[src/rtl/seq_mult_core_if.sv]
// Handshake and data bundle for seq_mult_core.
// The requester drives start and the operands. The core returns status and the product.
interface seq_mult_core_if #(
  parameter int WORD_LENGTH = 4,
  parameter int WORD        = WORD_LENGTH * 2
);
  logic                   start;
  logic [WORD_LENGTH-1:0] multiplicand;
  logic [WORD_LENGTH-1:0] multiplier;
  logic                   ready;
  logic                   busy;
  logic                   done;
  logic [WORD-1:0]        product;

  modport master (
    output start, multiplicand, multiplier,
    input  ready, busy, done, product
  );

  modport slave (
    input  start, multiplicand, multiplier,
    output ready, busy, done, product
  );
endinterface

[src/rtl/seq_mult_core.sv]
// Shift-and-add multiplier with a start/ready handshake and a one-cycle done pulse.
// In signed mode the loop runs on magnitudes, and the result is negated afterwards when the operand signs differ.
module seq_mult_core #(
  parameter int WORD_LENGTH = 4,
  parameter int WORD        = WORD_LENGTH * 2,
  parameter bit SIGNED      = 1'b1
) (
  input logic            clk,
  input logic            reset,
  seq_mult_core_if.slave bus
);
  localparam int CW = (WORD_LENGTH > 1) ? $clog2(WORD_LENGTH) : 1;
  localparam logic [CW-1:0]          LAST_COUNT = CW'(WORD_LENGTH - 1);
  localparam logic [CW-1:0]          ONE_CW     = CW'(1);
  localparam logic [WORD_LENGTH-1:0] ONE_WL     = WORD_LENGTH'(1);
  localparam logic [WORD-1:0]        ONE_W      = WORD'(1);

  typedef enum logic [1:0] {IDLE, RUN, FINISH} state_t;

  state_t                 state_q, state_d;
  logic [WORD-1:0]        mcand_q, mcand_d;
  logic [WORD-1:0]        acc_q, acc_d;
  logic [WORD-1:0]        product_q, product_d;
  logic [WORD_LENGTH-1:0] mult_sr_q, mult_sr_d;
  logic [CW-1:0]          count_q, count_d;
  logic                   neg_q, neg_d;
  logic                   done_q, done_d;
  logic                   busy_q, busy_d;

  // The most negative input maps to 2^(WORD_LENGTH-1), which still fits unsigned.
  function automatic logic [WORD_LENGTH-1:0] magnitude(input logic [WORD_LENGTH-1:0] x);
    if (SIGNED && x[WORD_LENGTH-1]) return ~x + ONE_WL;
    return x;
  endfunction

  always_comb begin
    state_d   = state_q;
    mcand_d   = mcand_q;
    acc_d     = acc_q;
    product_d = product_q;
    mult_sr_d = mult_sr_q;
    count_d   = count_q;
    neg_d     = neg_q;
    done_d    = 1'b0;
    case (state_q)
      IDLE: begin
        if (bus.start) begin
          mcand_d   = WORD'(magnitude(bus.multiplicand));
          mult_sr_d = magnitude(bus.multiplier);
          neg_d     = SIGNED && (bus.multiplicand[WORD_LENGTH-1] ^ bus.multiplier[WORD_LENGTH-1]);
          acc_d     = '0;
          count_d   = '0;
          state_d   = RUN;
        end
      end
      RUN: begin
        if (mult_sr_q[0]) acc_d = acc_q + mcand_q;
        mcand_d   = mcand_q << 1;
        mult_sr_d = mult_sr_q >> 1;
        count_d   = count_q + ONE_CW;
        if (count_q == LAST_COUNT) state_d = FINISH;
      end
      FINISH: begin
        product_d = neg_q ? (~acc_q + ONE_W) : acc_q;
        done_d    = 1'b1;
        state_d   = IDLE;
      end
      default: state_d = IDLE;
    endcase
    busy_d = (state_d != IDLE);
  end

  always_ff @(posedge clk) begin
    if (reset) begin
      state_q   <= IDLE;
      mcand_q   <= '0;
      acc_q     <= '0;
      product_q <= '0;
      mult_sr_q <= '0;
      count_q   <= '0;
      neg_q     <= 1'b0;
      done_q    <= 1'b0;
      busy_q    <= 1'b0;
    end else begin
      state_q   <= state_d;
      mcand_q   <= mcand_d;
      acc_q     <= acc_d;
      product_q <= product_d;
      mult_sr_q <= mult_sr_d;
      count_q   <= count_d;
      neg_q     <= neg_d;
      done_q    <= done_d;
      busy_q    <= busy_d;
    end
  end

  assign bus.ready   = ~busy_q;
  assign bus.busy    = busy_q;
  assign bus.done    = done_q;
  assign bus.product = product_q;
endmodule

[src/flat_wrapper.sv]
// flat-port wrapper written by rule: the top's interface ports become plain ports
module seq_mult_core_flat 
#(
  parameter int WORD_LENGTH = 4,
  parameter int WORD        = WORD_LENGTH * 2,
  parameter bit SIGNED      = 1'b1
)
  (clk, reset, bus_start, bus_multiplicand, bus_multiplier, bus_ready, bus_busy, bus_done, bus_product);
  seq_mult_core_if #(.WORD_LENGTH(WORD_LENGTH), .WORD(WORD)) bus_i ();
  input logic clk;
  input logic reset;
  input wire logic [$bits(bus_i.start)-1:0] bus_start;
  input wire logic [$bits(bus_i.multiplicand)-1:0] bus_multiplicand;
  input wire logic [$bits(bus_i.multiplier)-1:0] bus_multiplier;
  output wire logic [$bits(bus_i.ready)-1:0] bus_ready;
  output wire logic [$bits(bus_i.busy)-1:0] bus_busy;
  output wire logic [$bits(bus_i.done)-1:0] bus_done;
  output wire logic [$bits(bus_i.product)-1:0] bus_product;
  assign bus_i.start = bus_start;
  assign bus_i.multiplicand = bus_multiplicand;
  assign bus_i.multiplier = bus_multiplier;
  assign bus_ready = bus_i.ready;
  assign bus_busy = bus_i.busy;
  assign bus_done = bus_i.done;
  assign bus_product = bus_i.product;
  seq_mult_core #(.WORD_LENGTH(WORD_LENGTH), .WORD(WORD), .SIGNED(SIGNED)) u_core (.clk(clk), .reset(reset), .bus(bus_i));
endmodule
[config.mk]
export PLATFORM = sky130hd
export DESIGN_NAME = seq_mult_core_flat
export DESIGN_NICKNAME = d
export VERILOG_FILES = /design/src/rtl/seq_mult_core_if.sv /design/src/rtl/seq_mult_core.sv /design/src/flat_wrapper.sv
export SDC_FILE = /design/constraint.sdc
export NUM_CORES = 1
export LEC_CHECK = 0
export BUFFER_PORTS_ARGS = -buffer_cell sky130_fd_sc_hd__buf_2
export CORE_ASPECT_RATIO = 1.1
export CORE_MARGIN = 2
export CORE_UTILIZATION = 30
export DETAILED_ROUTE_END_ITERATION = 7
export HOLD_SLACK_MARGIN = 0.15
export PLACE_DENSITY = 0.56
export REMOVE_ABC_BUFFERS = 1
export SLEW_MARGIN = 20
export SYNTH_ARGS = -nofsm -noshare
export SYNTH_HDL_FRONTEND = slang
export SYNTH_SLANG_ARGS = --single-unit
[constraint.sdc]
create_clock -name clk -period 2.3 [get_ports clk]
set_input_delay 0.575 -clock clk [delete_from_list [all_inputs] [get_ports clk]]
set_output_delay 0.575 -clock clk [all_outputs]
set_load 0.02 [all_outputs]
==> summary by stage, run 1 <==
Outcome
The flow ran to the end, and the final reports show no timing, DRC or antenna violations.

Die
The initial core utilization is a little under a third. From bottom edge to top edge, the die measures between 80 and 90 microns. 22 I/O pins were placed.

The die is ~79 microns wide. The core region is about 6000 sq um. The die footprint is a little under 7000 sq um. Row generation in the floorplan step produced 29 rows.

Setup path
For the worst setup path, the data arrival time is roughly 2.0 ns. The worst-path maximum fanout is 5. The maximum single-stage delay on the critical path is 0.41 ns. STA puts the critical path data required time at 2.47 ns. The endpoint of the worst register-to-register path is u_core.acc_q[6]$_SDFFE_PP0P_. The worst setup path is captured at a flop. The slowest stage of the critical path is the sky130_fd_sc_hd__fa_1 cell.

The signal on the critical path passes through ha_1 -> fa_1 -> a21oi_1 -> o21ai_0 -> a21oi_1 -> xor2_1 -> o21ai_0. STA classifies the critical path startpoint as a flop. The worst reg-to-reg setup slack is 0.50 ns.

The worst register-to-register path begins at u_core.acc_q[0]$_SDFFE_PP0P_. The number of cells on the worst reg-to-reg path is 7. The worst setup path is of the flop to flop kind.

Clock network
The count of H-tree levels built during CTS is 2. The clock transition at the registers of the reported paths is approximately 0.07 ns. The clock sink total is 35. The tree is rooted in a sky130_fd_sc_hd__clkbuf_8.

The number of buffers between clock root and the deepest sink is 2. The later pin in the worst-skew pair is clocked with a latency of roughly 0.28 ns. TritonCTS built the clock tree. Counting the buffers created by CTS gives 5. The post-cts repair resize count is 0. The number of setup buffers added after CTS is 0. The number of hold buffers added after CTS was 0.

Routing
The number of DRC violations after detailed-routing iteration 0 is 50. The count of nets left with antenna violations once routing finished came out at 0. Before antenna repair, the detailed router went through 5 iterations. For this block, the routed nets add up to around 3500 microns of wire. In the final routed layout, each cell accounts on average for between 10 and 15 microns. The total number of vias is between 1000 and 1500.

After detailed routing, the number of remaining DRC violations is 0. The mean number of vias per cell is 4.755.

Synthesis
In this run the cell area of the synthesized design comes to 1843 sq um. The cell type contributing the most total cell area after synthesis is sky130_fd_sc_hd__dfxtp_1. The number of distinct library cells after synthesis is 37. The flop and latch count out of synthesis is 35.

The area fraction of the dominant cell type after synthesis is a little under two fifths. The per-instance average area after synthesis is about 8.8 sq um. The Yosys step of the flow raised 0 warnings. The number of instances in the synthesized netlist is between 200 and 250. After synthesis, the cell types taking the most area are sky130_fd_sc_hd__dfxtp_1, sky130_fd_sc_hd__nor2_1, sky130_fd_sc_hd__ha_1, sky130_fd_sc_hd__a211oi_1, sky130_fd_sc_hd__a22oi_1. The share of synthesized area occupied by flip-flops and latches is a little under two fifths.

Hold path
The startpoint identified for the worst hold timing path is u_core.count_q[0]$_SDFFE_PP0P_. The tightest min-delay check is of the flop to flop type. The terminating pin of the worst hold path is u_core.count_q[0]$_SDFFE_PP0P_. The number of cells on the worst hold path is 1.

Global route
The total overflow left after global routing is 0. The met2 global-route usage is approximately 19%. The via count of the first global-routing pass is approximately 1400. The met1 routing resource usage after global routing is approximately 14%. The layer with the highest usage after global routing is met2. The pin count of the biggest net entering global routing is 27.

The overall routing resource usage is between 10% and 20%. The global-route wire length before repair is ~6100 microns. The number of antenna violations at the first check in global routing came to 0.

The global routing usage on met3 is 3.125%.

Flow run
The number of max-cap violations is 0.

Final layout
Registers take between 700 and 800 sq um. The area of combinational cells with multiple inputs is 1044 sq um. Cells with a size suffix above 1 make up between 10% and 20% of the layout.

The area overhead of the layout relative to synthesis is 12.83%. The count of antenna diodes in the layout is 0. The number of fill cells in the layout is 619. The count of placed standard cells in the final layout, fillers left out is 306.

The net total in the final layout is between 200 and 300.

Timing
Setup repair after global routing left no endpoint under its margin. The maximum achievable frequency is between 500 and 600 MHz. The total count of hold-check failures in the final report is 0. The worst setup skew after layout is between 0.004 and 0.005 ns.

The clock period minus final worst setup slack is 1.795 ns. At the pin with the least slew margin, the transition time is 0.4122 ns. The number of pins with negative max-slew slack in the final report came to 0. For the final routed database, the setup TNS stands at 0 ns. Setup violations remaining at the end of the flow were counted as 0. The part of the cycle the worst path needs is between 70 and 80%. The worst slew margin relative to its limit is 72.42%.

Power
IR analysis of the VDD net gives a maximum drop of 0.3385 mV. The total power density per cell area is 569.5 nW/um^2. In this run the static leakage power is 0.8373 nW.

Placement
The congestion estimate from routability-driven global placement came to 0.8163. The number of placed instances, taps included, is between 200 and 300. Detailed placement ended at an HPWL of approximately 2600 microns.

The count of buffers inserted at the top-level ports is 21.
[report_power, final]
part | leakage, nW | total [mW] | switching [mW] | internal, mW
clock network | 0.0422 | 0.419 | 0.207 | 0.212
logic | 0.511 | 0.124 | 0.0724 | 0.0513
registers | 0.284 | 0.641 | 0.0179 | 0.623
total | 0.837 | 1.18 | 0.297 | 0.887
[cell usage after synthesis, drive strengths merged]
library cell / count
dfxtp: 35
or3: 2
mux2i: 3
a22oi: 11
nor3: 3
o21bai: 2
o21a: 1
o32ai: 1
a222oi: 2
a211oi: 14
nor2b: 7
a31oi: 2
buf: 6
nand2b: 5
a311oi: 2
a21o: 2
fa: 1
inv: 10
or2: 1
clkbuf: 6
o31ai: 2
xnor2: 8
nor4b: 2
o21ai: 10
nand2: 8
and2: 1
nor2: 37
nor3b: 1
ha: 11
a21oi: 7
xor2: 7
[critical path: cells and delay by family (launching register included)]
kind	cells	cell delay (ns)
adder cells (fa/ha/maj)	2	0.66
AO/OA/AOI/OAI	4	0.54
flip-flops	1	0.34
XOR/XNOR	1	0.15
[cell type report]
| cell class | count | area share, % |
|---|---|---|
| clock inverters | 1 | 0.2407 |
| well taps | 77 | 4.633 |
| multi-input cells | 153 | 50.18 |
| repair buffers | 23 | 5.776 |
| clock buffers | 7 | 3.670 |
| inverters | 10 | 1.805 |
| flip-flops and latches | 35 | 33.69 |
[layout by cell type, fill, tap and decap left out, types with 2 or more instances in the layout]
master | netlist | final
sky130_fd_sc_hd__a21o_1 | 2 | 2
sky130_fd_sc_hd__xor2_1 | 7 | 7
sky130_fd_sc_hd__ha_1 | 11 | 11
sky130_fd_sc_hd__a22oi_1 | 11 | 11
sky130_fd_sc_hd__dfxtp_1 | 35 | 35
sky130_fd_sc_hd__clkbuf_1 | 6 | 2
sky130_fd_sc_hd__o21bai_1 | 2 | 2
sky130_fd_sc_hd__o21ai_0 | 10 | 10
sky130_fd_sc_hd__a311oi_1 | 2 | 2
sky130_fd_sc_hd__nand2b_1 | 5 | 5
sky130_fd_sc_hd__buf_4 | 1 | 2
sky130_fd_sc_hd__a222oi_1 | 2 | 2
sky130_fd_sc_hd__nor2_1 | 37 | 37
sky130_fd_sc_hd__nand2_1 | 8 | 8
sky130_fd_sc_hd__xnor2_1 | 8 | 8
sky130_fd_sc_hd__buf_2 | 4 | 21
sky130_fd_sc_hd__nor4b_1 | 2 | 2
sky130_fd_sc_hd__a21oi_1 | 7 | 7
sky130_fd_sc_hd__clkbuf_8 | 0 | 5
sky130_fd_sc_hd__a31oi_1 | 2 | 2
sky130_fd_sc_hd__nor3_1 | 3 | 3
sky130_fd_sc_hd__inv_1 | 10 | 10
sky130_fd_sc_hd__a211oi_1 | 13 | 13
sky130_fd_sc_hd__mux2i_1 | 3 | 3
sky130_fd_sc_hd__nor2b_1 | 6 | 6
[registers in the layout (all words and copies together), names as in the netlist]
signal and flops:
u_core.mcand_q 8, u_core.count_q 2, u_core.state_q 2, u_core.acc_q 8
u_core.neg_q 1, u_core.bus.product 8, u_core.bus.busy 1, u_core.bus.done 1
u_core.mult_sr_q 4
[stage by stage]
step                      hold WS, ns  util, %  setup WS [ns]  power (mW)  area (sq um)
after CTS                      0.4792    35.60         0.4907       1.207          2079
final                          0.4752    35.60         0.5048       1.184          2079
after floorplan                0.4384        -         0.6424      0.7322          1782
after detailed placement       0.4710    34.20         0.4971      0.7801          1998
after global placement         0.4651    34.20         0.5581      0.7781          1998
after global routing           0.5111    35.60         0.3319       1.253          2079
[cells by family (layout without fill, tap and decap cells)]
group	count (synthesis)	in the layout	share of synthesized area (%)
fa+ha+maj	12	12	8.554
mux	3	3	1.629
flops	35	35	38.02
compound gates	56	56	21.86
buf+inv	22	41	5.363
xor+xnor	15	15	7.129
simple gates	67	67	17.45
[per-layer routing]
metal  wire (microns)  vias up
met5                0        -
met4               35        0
met3              110        2
met2             1625       19
met1             1746      660
li1                 -      774
[worst max-delay path by stage]
stage | start | to | slack [ns] | cells after the start
6_report | u_core.acc_q[0]$_SDFFE_PP0P_ | u_core.acc_q[6]$_SDFFE_PP0P_ | 0.50 | 7
5_1_grt | u_core.acc_q[0]$_SDFFE_PP0P_ | u_core.acc_q[6]$_SDFFE_PP0P_ | 0.33 | 7
4_1_cts | u_core.acc_q[0]$_SDFFE_PP0P_ | u_core.acc_q[6]$_SDFFE_PP0P_ | 0.49 | 7
3_5_place_dp | u_core.acc_q[0]$_SDFFE_PP0P_ | u_core.acc_q[6]$_SDFFE_PP0P_ | 0.50 | 7
3_3_place_gp | u_core.acc_q[0]$_SDFFE_PP0P_ | u_core.acc_q[6]$_SDFFE_PP0P_ | 0.56 | 7
2_1_floorplan | u_core.acc_q[0]$_SDFFE_PP0P_ | u_core.acc_q[6]$_SDFFE_PP0P_ | 0.64 | 7
No activity file was read; power rests on OpenSTA's default activity.
==> inputs of run 2 (changes only) <==
--- a/config.mk
+++ b/config.mk
@@ -5,6 +5,7 @@
 export SDC_FILE = /design/constraint.sdc
 export NUM_CORES = 1
 export LEC_CHECK = 0
+export ABC_AREA = 1
 export BUFFER_PORTS_ARGS = -buffer_cell sky130_fd_sc_hd__buf_2
 export CORE_ASPECT_RATIO = 1.1
 export CORE_MARGIN = 2
==> constraint.sdc (replaced) <==
create_clock -name clk -period 1.8 [get_ports clk]
set_input_delay 0.45 -clock clk [delete_from_list [all_inputs] [get_ports clk]]
set_output_delay 0.45 -clock clk [all_outputs]
set_load 0.02 [all_outputs]
==> run 2 against run 1 <==
Effect of this change: critical path depth unchanged; first-iteration DRC count increased by 58%; sequential power increased by 27%; power increased by 42%; combinational power increased by 9%; die area increased by 1.4%; final area increased by 3.9%; cell count increased by 18%; clock-buffer cell count decreased by 1; critical endpoint is now u_core.acc_q[4]$_SDFFE_PP0P_; largest cell class unchanged.
==> summary by stage, run 2 <==
Timing
The worst slew margin relative to its limit came to 62.51% (-9.9 points). The total count of hold-check failures in the final report is 0 (unchanged). The clock period minus final worst setup slack is 1.643 ns (-0.1527 ns).

The accumulated negative setup slack was 0 ns (unchanged). The final-report setup violation count is 0 (unchanged). Setup repair after global routing left no endpoint under its margin.

The worst setup skew after layout came to 0.004529 ns (-0.0003980 ns). The final worst hold slack is 0.3589 ns (-0.1163 ns). The number of pins with negative max-slew slack in the final report is 0 (unchanged). The worst-margin pin slew is 0.5617 ns (+0.1495 ns). The part of the cycle the worst path needs is 91.25% (+13 points). The maximum achievable frequency is 608.8 MHz (+9.3%).

Clock network
The clock latency at the later pin of the worst-skew pair is 0.29 ns (about the same). The number of buffers inserted by hold repair at cts is 0 (unchanged). The post-cts repair resize count is 0 (unchanged).

The number of buffers between clock root and the deepest sink is 2 (unchanged). The clock transition at the registers of the reported paths was 0.07 ns (about the same). TritonCTS built the clock tree. The number of setup buffers added after CTS was 0 (unchanged). The clock root buffer is sky130_fd_sc_hd__clkbuf_8.

The clock sink total came to 35 (unchanged). The count of H-tree levels built during CTS is 2 (unchanged). The total CTS buffers was 5 (unchanged).

Setup path
The most used cell along the critical path is sky130_fd_sc_hd__nand3_1. The worst-path maximum fanout is 3 (-2). The signal arrival time at the worst endpoint is 1.81 ns (-0.15 ns). The maximum single-stage delay on the critical path is 0.40 ns (about the same).

In this run the critical register-to-register path is captured at u_core.acc_q[4]$_SDFFE_PP0P_. The most critical setup path has its startpoint at u_core.acc_q[0]$_SDFFE_PP0P_. The critical path in this run is classified as flop to flop. The highest-delay cell along the critical path is sky130_fd_sc_hd__fa_1. The startpoint of the worst-slack reg-to-reg timing path is u_core.acc_q[0]$_SDFFE_PP0P_. The required time of the critical path is 1.97 ns (-0.50 ns). STA classifies the critical path startpoint as a flop. The worst reg-to-reg setup slack is 0.16 ns (-0.35 ns). The number of cells traversed by the worst register-to-register path was 7 (unchanged). The critical path goes through ha_1 -> fa_1 -> nand3_1 -> nand2_1 -> or2_2 -> nand3_1 -> a21oi_1.

The sort of element at the end of the critical path is a flop.

Synthesis
The number of instances in the synthesized netlist came to 256 (+22%). The per-instance average area after synthesis is 7.302 sq um (-17%). The area fraction of the dominant cell type after synthesis was 37.48% (-0.53 points). The commonest cells after synthesis are sky130_fd_sc_hd__nand2_1, sky130_fd_sc_hd__inv_1, sky130_fd_sc_hd__dfxtp_1.

The number of flops mapped to enable cells by yosys was 0 (unchanged). The flop and latch count out of synthesis is 35 (unchanged). In the synthesized netlist the dominant register cell turns out to be sky130_fd_sc_hd__dfxtp_1. The synthesized design spends more area on one cell type than any other, namely sky130_fd_sc_hd__dfxtp_1. The share of flip-flops with an asynchronous set or reset after synthesis was 0% (unchanged). sky130_fd_sc_hd__nand2_1 is the most common cell in the netlist. The count of synthesis-stage warnings from yosys came to 0 (unchanged). The area of the mapped netlist is 1869 sq um (+1.4%).

The share of synthesized area occupied by flip-flops and latches is 37.48% (-0.53 points). The number of distinct library cells after synthesis is 32 (-14%). By area the synthesized netlist is led by sky130_fd_sc_hd__dfxtp_1, sky130_fd_sc_hd__nand2_1, sky130_fd_sc_hd__ha_1, sky130_fd_sc_hd__inv_1, sky130_fd_sc_hd__nand3_1.

Die
The die footprint is 6879 sq um (+1.4%). The initial core utilization came to 30.74% (-0.81 points). The height of the die is 86.79 microns (+0.68%). The core outline area is 6081 sq um (+4.1%). The number of top-level design ports is 22 (unchanged). The site row count was 30 (+3.4%). The die outline width is 79.27 microns (+0.68%).

Final layout
The count of antenna diodes in the layout is 0 (unchanged). The proportion of layout cells with a drive suffix above 1 came to 15.71% (+0.87 points). The library cells used most frequently in the layout, excluding fill and tap cells, are sky130_fd_sc_hd__nand2_1, sky130_fd_sc_hd__inv_1, sky130_fd_sc_hd__dfxtp_1.

Relative to the synthesized area, the layout overhead comes to 15.53%. Leaving out fill and tap cells, the most frequent cell in the layout is sky130_fd_sc_hd__nand2_1. The net total in the final layout was 302 (+20%).

Placement
The placed wire-length estimate is 2973 microns (+12%). The count of buffers inserted at the top-level ports is 21 (unchanged). The final weighted congestion in routability-driven placement is 0.7566 (-7.3%).

Routing
The count of antenna-violating nets left after detailed routing was 0 (unchanged). The total length of routed wires came to 3824 microns (+8.7%). The final routed wire length divided by cell count came to 10.62 microns (-7.6%). The total number of vias is 1644 (+13%). The number of iterations in the first detailed-routing pass is 4 (-1).

The number of DRC violations after detailed-routing iteration 0 is 79 (+58%). The post-route DRC violation count came to 0 (unchanged). The mean number of vias per cell is 4.567 (-4.0%).

Global route
The pin count of the biggest net entering global routing is 19 (-30%). The via count of the first global-routing pass is 1616 (+18%). The residual overflow from global routing is 0 (unchanged). The overall routing resource usage was 12.83% (+1.3 points). The number of antenna violations at the first check in global routing came to 0 (unchanged). The global-route wire length before repair is 7100 microns (+16%).

Outcome
The flow ran to the end, and the final reports show no timing, DRC or antenna violations.

Power
The total leakage power was 1.025 nW (+22%). The largest voltage drop on the vdd net is 0.3570 mV (+5.5%). The total power density per cell area is 778.4 nW/um^2 (+37%). The overall power of the completed layout is 1.681 mW (+42%).

Flow run
The number of max-cap violations is 0 (unchanged).

Hold path
In this run the worst hold path is classified as primary input to flop. The number of cells on the worst hold path is 2 (+1). In this run the most critical hold path is launched from bus_multiplier[1]. For hold timing, the worst endpoint is u_core.mult_sr_q[3]$_SDFFE_PP0P_.
==> run 2: changes by cell type after synthesis, sizes merged, moves of 6 or more <==
cell    change
nand2      +60
inv        +28
nand3      +22
nor2       -20
a211oi     -14
a21oi      +12
a22oi      -11
nor2b       -7
xnor2       -7
a32o        +6
==> run 2: per-layer routing <==
layer	vias to the layer above	GRT usage (%)	part of all wire (%)
li1	879	-	-
met1	726	15.54	48
met2	33	22.19	47
met3	6	3.542	4.3
met4	0	3.762	1.1
met5	-	0	0
==> run 2: worst max-delay path by stage <==
stage,end
floorplan,u_core.acc_q[4]$_SDFFE_PP0P_
global placement,u_core.acc_q[4]$_SDFFE_PP0P_
detailed placement,u_core.acc_q[4]$_SDFFE_PP0P_
CTS,u_core.acc_q[4]$_SDFFE_PP0P_
global route,u_core.acc_q[6]$_SDFFE_PP0P_
finish,u_core.acc_q[4]$_SDFFE_PP0P_
==> run 2: cell families (layout without fill, tap and decap cells) <==
logic type / count (synthesis) / count (layout) / share of synthesized area [%]
AND/OR/NAND/NOR: 115 / 115 / 27.24
AO/OA/AOI/OAI: 45 / 45 / 14.73
buffers and inverters: 44 / 68 / 9.772
flip-flops: 35 / 35 / 37.48
adder cells (fa/ha/maj): 12 / 12 / 8.434
XOR/XNOR: 5 / 5 / 2.343
==> run 2: worst max-delay path: cells and delay by family (launching register included) <==
family / cells / cell delay (ns)
AO/OA/AOI/OAI: 1 / 0.06
adder cells (fa/ha/maj): 2 / 0.63
AND/OR/NAND/NOR: 4 / 0.51
flip-flops: 1 / 0.33
==> run 2: per-stage QoR <==
stage | util, % | cells | worst slack [ns] | cell area [sq um]
final | 35.51 | 360 | 0.1575 | 2160
after global placement | 33.58 | 352 | 0.2027 | 2042
after detailed placement | 33.58 | 352 | 0.1778 | 2042
after floorplan | - | 250 | 0.2652 | 1829
after CTS | 35.51 | 360 | 0.1639 | 2160
after global routing | 35.51 | 360 | 0.05590 | 2160
==> run 2: final cells by class <==
class / instances / area, sq um
fill: 686 / 3921
multi-input combinational: 177 / 985.9
sequential: 35 / 700.7
inverter: 38 / 142.6
timing repair buffer: 22 / 112.6
tap: 80 / 100.1
clock buffer: 6 / 82.58
clock inverter: 2 / 35.03
==> run 2: power by group <==
part	switching, mW	internal, mW	total, mW
Combinational	0.0884	0.0468	0.135
Clock	0.286	0.448	0.734
Sequential	0.0189	0.793	0.812
Total	0.393	1.29	1.68
